===== src/rtl/regalu_seq_pkg.sv =====
// Shared types and default widths for the register-file/ALU sequencer.
package regalu_seq_pkg;

    localparam int AW_DEFAULT  = 5;
    localparam int DW_DEFAULT  = 32;
    localparam int SW_DEFAULT  = 3;
    localparam int RCW_DEFAULT = 16;

    typedef enum logic [1:0] {
        IDLE  = 2'd0,
        READ  = 2'd1,
        EXEC  = 2'd2,
        WRITE = 2'd3
    } state_t;

endpackage


===== src/rtl/regalu_sequencer.sv =====
// Four-phase (accept/read/execute/writeback) sequencer for the register file and ALU.
// Optional build macro: REGALU_SEQ_R0_PROTECT_EN keeps register 0 from being written.
module regalu_sequencer
    import regalu_seq_pkg::*;
#(
    parameter int AW  = AW_DEFAULT,
    parameter int DW  = DW_DEFAULT,
    parameter int SW  = SW_DEFAULT,
    parameter int RCW = RCW_DEFAULT
) (
    input  logic           clk,
    input  logic           rst,
    input  logic           instr_valid,
    output logic           instr_ready,
    input  logic [SW-1:0]  instr_op,
    input  logic [AW-1:0]  instr_ra,
    input  logic [AW-1:0]  instr_rb,
    input  logic [AW-1:0]  instr_rw,
    output logic [AW-1:0]  rf_ra,
    output logic [AW-1:0]  rf_rb,
    output logic [AW-1:0]  rf_rw,
    output logic           rf_we,
    output logic [DW-1:0]  rf_wd,
    input  logic [DW-1:0]  rf_a,
    input  logic [DW-1:0]  rf_b,
    output logic [DW-1:0]  alu_a,
    output logic [DW-1:0]  alu_b,
    output logic [SW-1:0]  alu_s,
    input  logic [DW-1:0]  alu_y,
    output logic           done,
    output logic [RCW-1:0] retired
);

    state_t         state;
    state_t         state_next;
    logic [SW-1:0]  ir_op;
    logic [AW-1:0]  ir_ra;
    logic [AW-1:0]  ir_rb;
    logic [AW-1:0]  ir_rw;
    logic [DW-1:0]  opa;
    logic [DW-1:0]  opb;
    logic [DW-1:0]  res;
    logic [RCW-1:0] retired_cnt;
    logic           wb_active;

    always_ff @(posedge clk) begin
        if (rst) begin
            state <= IDLE;
        end else begin
            state <= state_next;
        end
    end

    always_comb begin
        state_next = state;
        unique case (state)
            IDLE:    if (instr_valid) state_next = READ;
            READ:    state_next = EXEC;
            EXEC:    state_next = WRITE;
            WRITE:   state_next = IDLE;
            default: state_next = IDLE;
        endcase
    end

    // Datapath registers hold their contents outside the phase that loads them.
    always_ff @(posedge clk) begin
        if (rst) begin
            ir_op       <= '0;
            ir_ra       <= '0;
            ir_rb       <= '0;
            ir_rw       <= '0;
            opa         <= '0;
            opb         <= '0;
            res         <= '0;
            retired_cnt <= '0;
        end else begin
            unique case (state)
                IDLE: begin
                    if (instr_valid) begin
                        ir_op <= instr_op;
                        ir_ra <= instr_ra;
                        ir_rb <= instr_rb;
                        ir_rw <= instr_rw;
                    end
                end
                READ: begin
                    opa <= rf_a;
                    opb <= rf_b;
                end
                EXEC:    res <= alu_y;
                WRITE:   retired_cnt <= retired_cnt + 1'b1;
                default: ;
            endcase
        end
    end

    // Writeback strobes are masked by rst so a reset landing in WRITE never commits.
    always_comb begin
        instr_ready = (state == IDLE);
        wb_active   = (state == WRITE) && !rst;
        done        = wb_active;
`ifdef REGALU_SEQ_R0_PROTECT_EN
        rf_we       = wb_active && (ir_rw != '0);
`else
        rf_we       = wb_active;
`endif
    end

    assign rf_ra   = ir_ra;
    assign rf_rb   = ir_rb;
    assign rf_rw   = ir_rw;
    assign rf_wd   = res;
    assign alu_a   = opa;
    assign alu_b   = opb;
    assign alu_s   = ir_op;
    assign retired = retired_cnt;

endmodule


===== config.mk =====
export PLATFORM = sky130hd
export DESIGN_NAME = regalu_sequencer
export DESIGN_NICKNAME = d
export VERILOG_FILES = /design/src/rtl/regalu_seq_pkg.sv /design/src/rtl/regalu_sequencer.sv
export SDC_FILE = /design/constraint.sdc
export NUM_CORES = 1
export LEC_CHECK = 0
export ABC_AREA = 1
export CAP_MARGIN = 25
export CORE_ASPECT_RATIO = 0.5
export CORE_MARGIN = 2
export CORE_UTILIZATION = 40
export DETAILED_ROUTE_END_ITERATION = 12
export GPL_ROUTABILITY_DRIVEN = 1
export PLACE_DENSITY = 0.8
export SETUP_SLACK_MARGIN = 0.4
export SYNTH_ARGS = -nofsm -noshare
export SYNTH_HDL_FRONTEND = slang
export SYNTH_SLANG_ARGS = --single-unit

===== constraint.sdc =====
create_clock -name clk -period 1.4 [get_ports clk]
set_input_delay 0.28 -clock clk [delete_from_list [all_inputs] [get_ports clk]]
set_output_delay 0.28 -clock clk [all_outputs]
set_load 0.01 [all_outputs]

==> impl_metrics.json <==
{
  "status": "finished with violations",
  "violations": "negative setup slack",
  "ys_types": 27,
  "yosys.area.top_type": "dfxtp_1",
  "finalSetupViolations": 87,
  "clock_latency_ns": 0.42,
  "die_y_um": 82.1,
  "cts_inserted_buffers": 17,
  "cts_buffer_depth": 2,
  "diodes": 0,
  "path_max_fanout": 13,
  "place_hpwl_mm": 10.9,
  "die_width_um": 160,
  "nets": 1093,
  "hold_viol_final": 0,
  "fin_ws_ns": -0.191,
  "yosysSeqAreaShare": 0.542,
  "overflow": 0,
  "power_density_nw_per_um2": 2100,
  "gp_congestion": 0.793,
  "synth_top_area_share": 0.542,
  "p_total_mw": 21.9,
  "fin_area_um2": 10500,
  "path_common_cell": "buf_6",
  "io_buffers": 249,
  "leakagePower_nw": 4.48,
  "drtIter0Drc": 629,
  "cts_tree": "built",
  "synth_fp_nets": 748,
  "fin_crit_sh": 1.14,
  "relSlewSlack": 0.744,
  "ir_worst_vdd_mv": 1.16,
  "critPathLaunchType": "flop",
  "wl_per_cell_um": 23.2,
  "nFillCells": 473,
  "core_area_um2": 11800,
  "drv_slew": 0,
  "ys_ff_latch": 132,
  "drv_cap": 0,
  "critical_path_class": "reg -> reg",
  "initial_core_util": 0.412,
  "timing.fmax_ghz": 0.629,
  "drive_gt1_frac": 0.600,
  "fin_tns_setup_ns": -3.68,
  "syn_avg_cell_area_um2": 7.81,
  "cp_data_arrival_time_ns": 1.87,
  "fin_skew_ns": 0.00582,
  "cts.sinks": 132,
  "dr.pass1.iters": 5,
  "synth.area.top_cells": "dfxtp_1 (54%), nor2_1 (19%), o21ai_0 (12%), buf_2 (1.8%), nand2_1 (1.8%)",
  "min_period_ns": 1.59,
  "cpPeakStageDelay_ns": 0.38,
  "grt_pass1_wl_mm": 26.6,
  "num_vias": 6540,
  "slowest_stage": "dfxtp_4",
  "fp-row-count": 28,
  "tightestPinTransition_ns": 0.383,
  "area_delta_synth_final_pct": 114,
  "htreeDepth": 4,
  "ant_nets": 0,
  "dieArea_um2": 13200,
  "netlist_area_um2": 4880,
  "hp-class": "in -> reg",
  "viasPerCell": 5.70,
  "place_ws_ns": -0.353,
  "yosysWarnings": 0,
  "first_global_vias": 5447,
  "endpoint_kind": "flop",
  "crit_required_ns": 1.68,
  "wl_mm": 26.6,
  "path_cells": "inv_2 -> buf_6 -> ha_4 -> buf_6 -> buf_12 -> o21ai_1 -> nor2_1",
  "clk_pin_slew_ns": 0.06,
  "rsz0062_at_grt": "yes",
  "place_area_um2": 7760,
  "synth_cells": 625,
  "cts-root-buf": "clkbuf_16",
  "seqCellArea_um2": 2840,
  "track_usage": 0.259,
  "antenna_found_initial": 0,
  "io_pins": 250,
  "ctsHoldBuffers": 0,
  "drc": 0,
  "grt_max_degree": 39,
  "multi_input_area_um2": 2730
}
-- kinds of logic (layout without fill, tap and decap cells) --
group / count (synthesis) / after routing / synth area share
AND/OR/NAND/NOR: 296 / 296 / 0.245
flip-flops: 132 / 132 / 0.542
buffers and inverters: 57 / 414 / 0.0562
XOR/XNOR: 3 / 3 / 0.00539
AO/OA/AOI/OAI: 131 / 131 / 0.137
adder cells (fa/ha/maj): 6 / 6 / 0.0154
-- path summary, 6_finish.rpt --
kind,cells past startpoint,startpoint,slack (ns),end
setup / recovery,7,state[1],-0.19,alu_a[10]
hold / removal,3,rf_b[23],0.44,alu_b[23]
setup reg to reg,7,state[1],-0.19,alu_a[10]
hold reg to reg,2,alu_b[21],0.49,alu_b[21]
-- layer usage --
| layer | GRT usage | vias to the layer above | part of all wire |
|---|---|---|---|
| li1 | - | 2712 | - |
| met1 | 0.271 | 3106 | 0.37 |
| met2 | 0.510 | 534 | 0.48 |
| met3 | 0.0534 | 188 | 0.078 |
| met4 | 0.139 | 0 | 0.071 |
| met5 | 0 | - | 0 |
-- placed cells by master, fill, tap and decap left out, drive strengths merged --
cell,instances
bufbuf,1
buf,234
o21ai,119
xnor2,1
nor3,2
nand4,2
inv,20
bufinv,2
nor2,254
clkinv,5
a21oi,9
clkinvlp,3
ha,6
clkbuf,33
a211oi,2
nand2,28
xor2,2
nand3,10
dfxtp,132
dlygate4sd2,1
o21bai,1
clkdlybuf4s50,115
-- report_power, final --
group          switching [mW]  leakage, nW  internal (mW)
Clock                    1.79        0.284           2.79
Sequential               1.12         1.14           5.27
Combinational            5.25         3.06           5.72
Total                    8.16         4.48           13.8
-- metrics by stage --
step                hold WS [ns]  instances   util
finish                     0.444       1147  0.883
global route               0.443       1147  0.883
CTS                        0.439       1087  0.775
detailed placement         0.473       1028  0.655
global placement           0.462       1028  0.655
floorplan                  0.415        625      -
-- worst max-delay path, delay by kind of cell, from the launching register on --
family | cells | cell delay [ns]
buffers and inverters | 4 | 0.47
DFF | 1 | 0.38
AOI/OAI and AO/OA | 1 | 0.27
and+or+nand+nor | 1 | 0.12
adders and majority gates | 1 | 0.21
-- cells in the mapped netlist --
cell type and number:
nor2_1 247, dfxtp_1 132, o21ai_0 116, nand2_1 23
buf_2 18, inv_1 15, clkbuf_1 10, nand3_1 10
a21oi_1 9, buf_4 7, ha_1 6, inv_2 4
nand2_2 4, nor2_2 3, nor2_4 3, o21ai_1 3
a211oi_1 2, nand4_1 2, nor3_1 2, xor2_1 2
buf_6 1, clkbuf_2 1, inv_4 1, nand2_4 1
nor2_8 1, o21bai_2 1, xnor2_1 1
-- final cells by class --
cell class,instances,share of cell area
well taps,165,0.0197
inverters,20,0.0115
clock inverters,9,0.00981
clock buffers,22,0.0463
repair buffers,362,0.380
multi-input cells,436,0.261
flip-flops and latches,132,0.271
repair inverters,1,0.00108
-- timing repair --
action,in CTS,in global routing
buffers inserted,26,43
gates cloned,2,17
pin swaps,34,52
gates resized for setup,887,196
endpoints found under the hold margin,0,0
endpoints found under the setup margin,265,265
-- state kept, by name, summed over array words and instances (netlist names) --
name     count
rf_rb        5
retired     16
alu_a       32
state        2
rf_rw        5
alu_b       32
alu_s        3
rf_wd       32
rf_ra        5
Note: power is estimated with default switching activity, not from simulation.
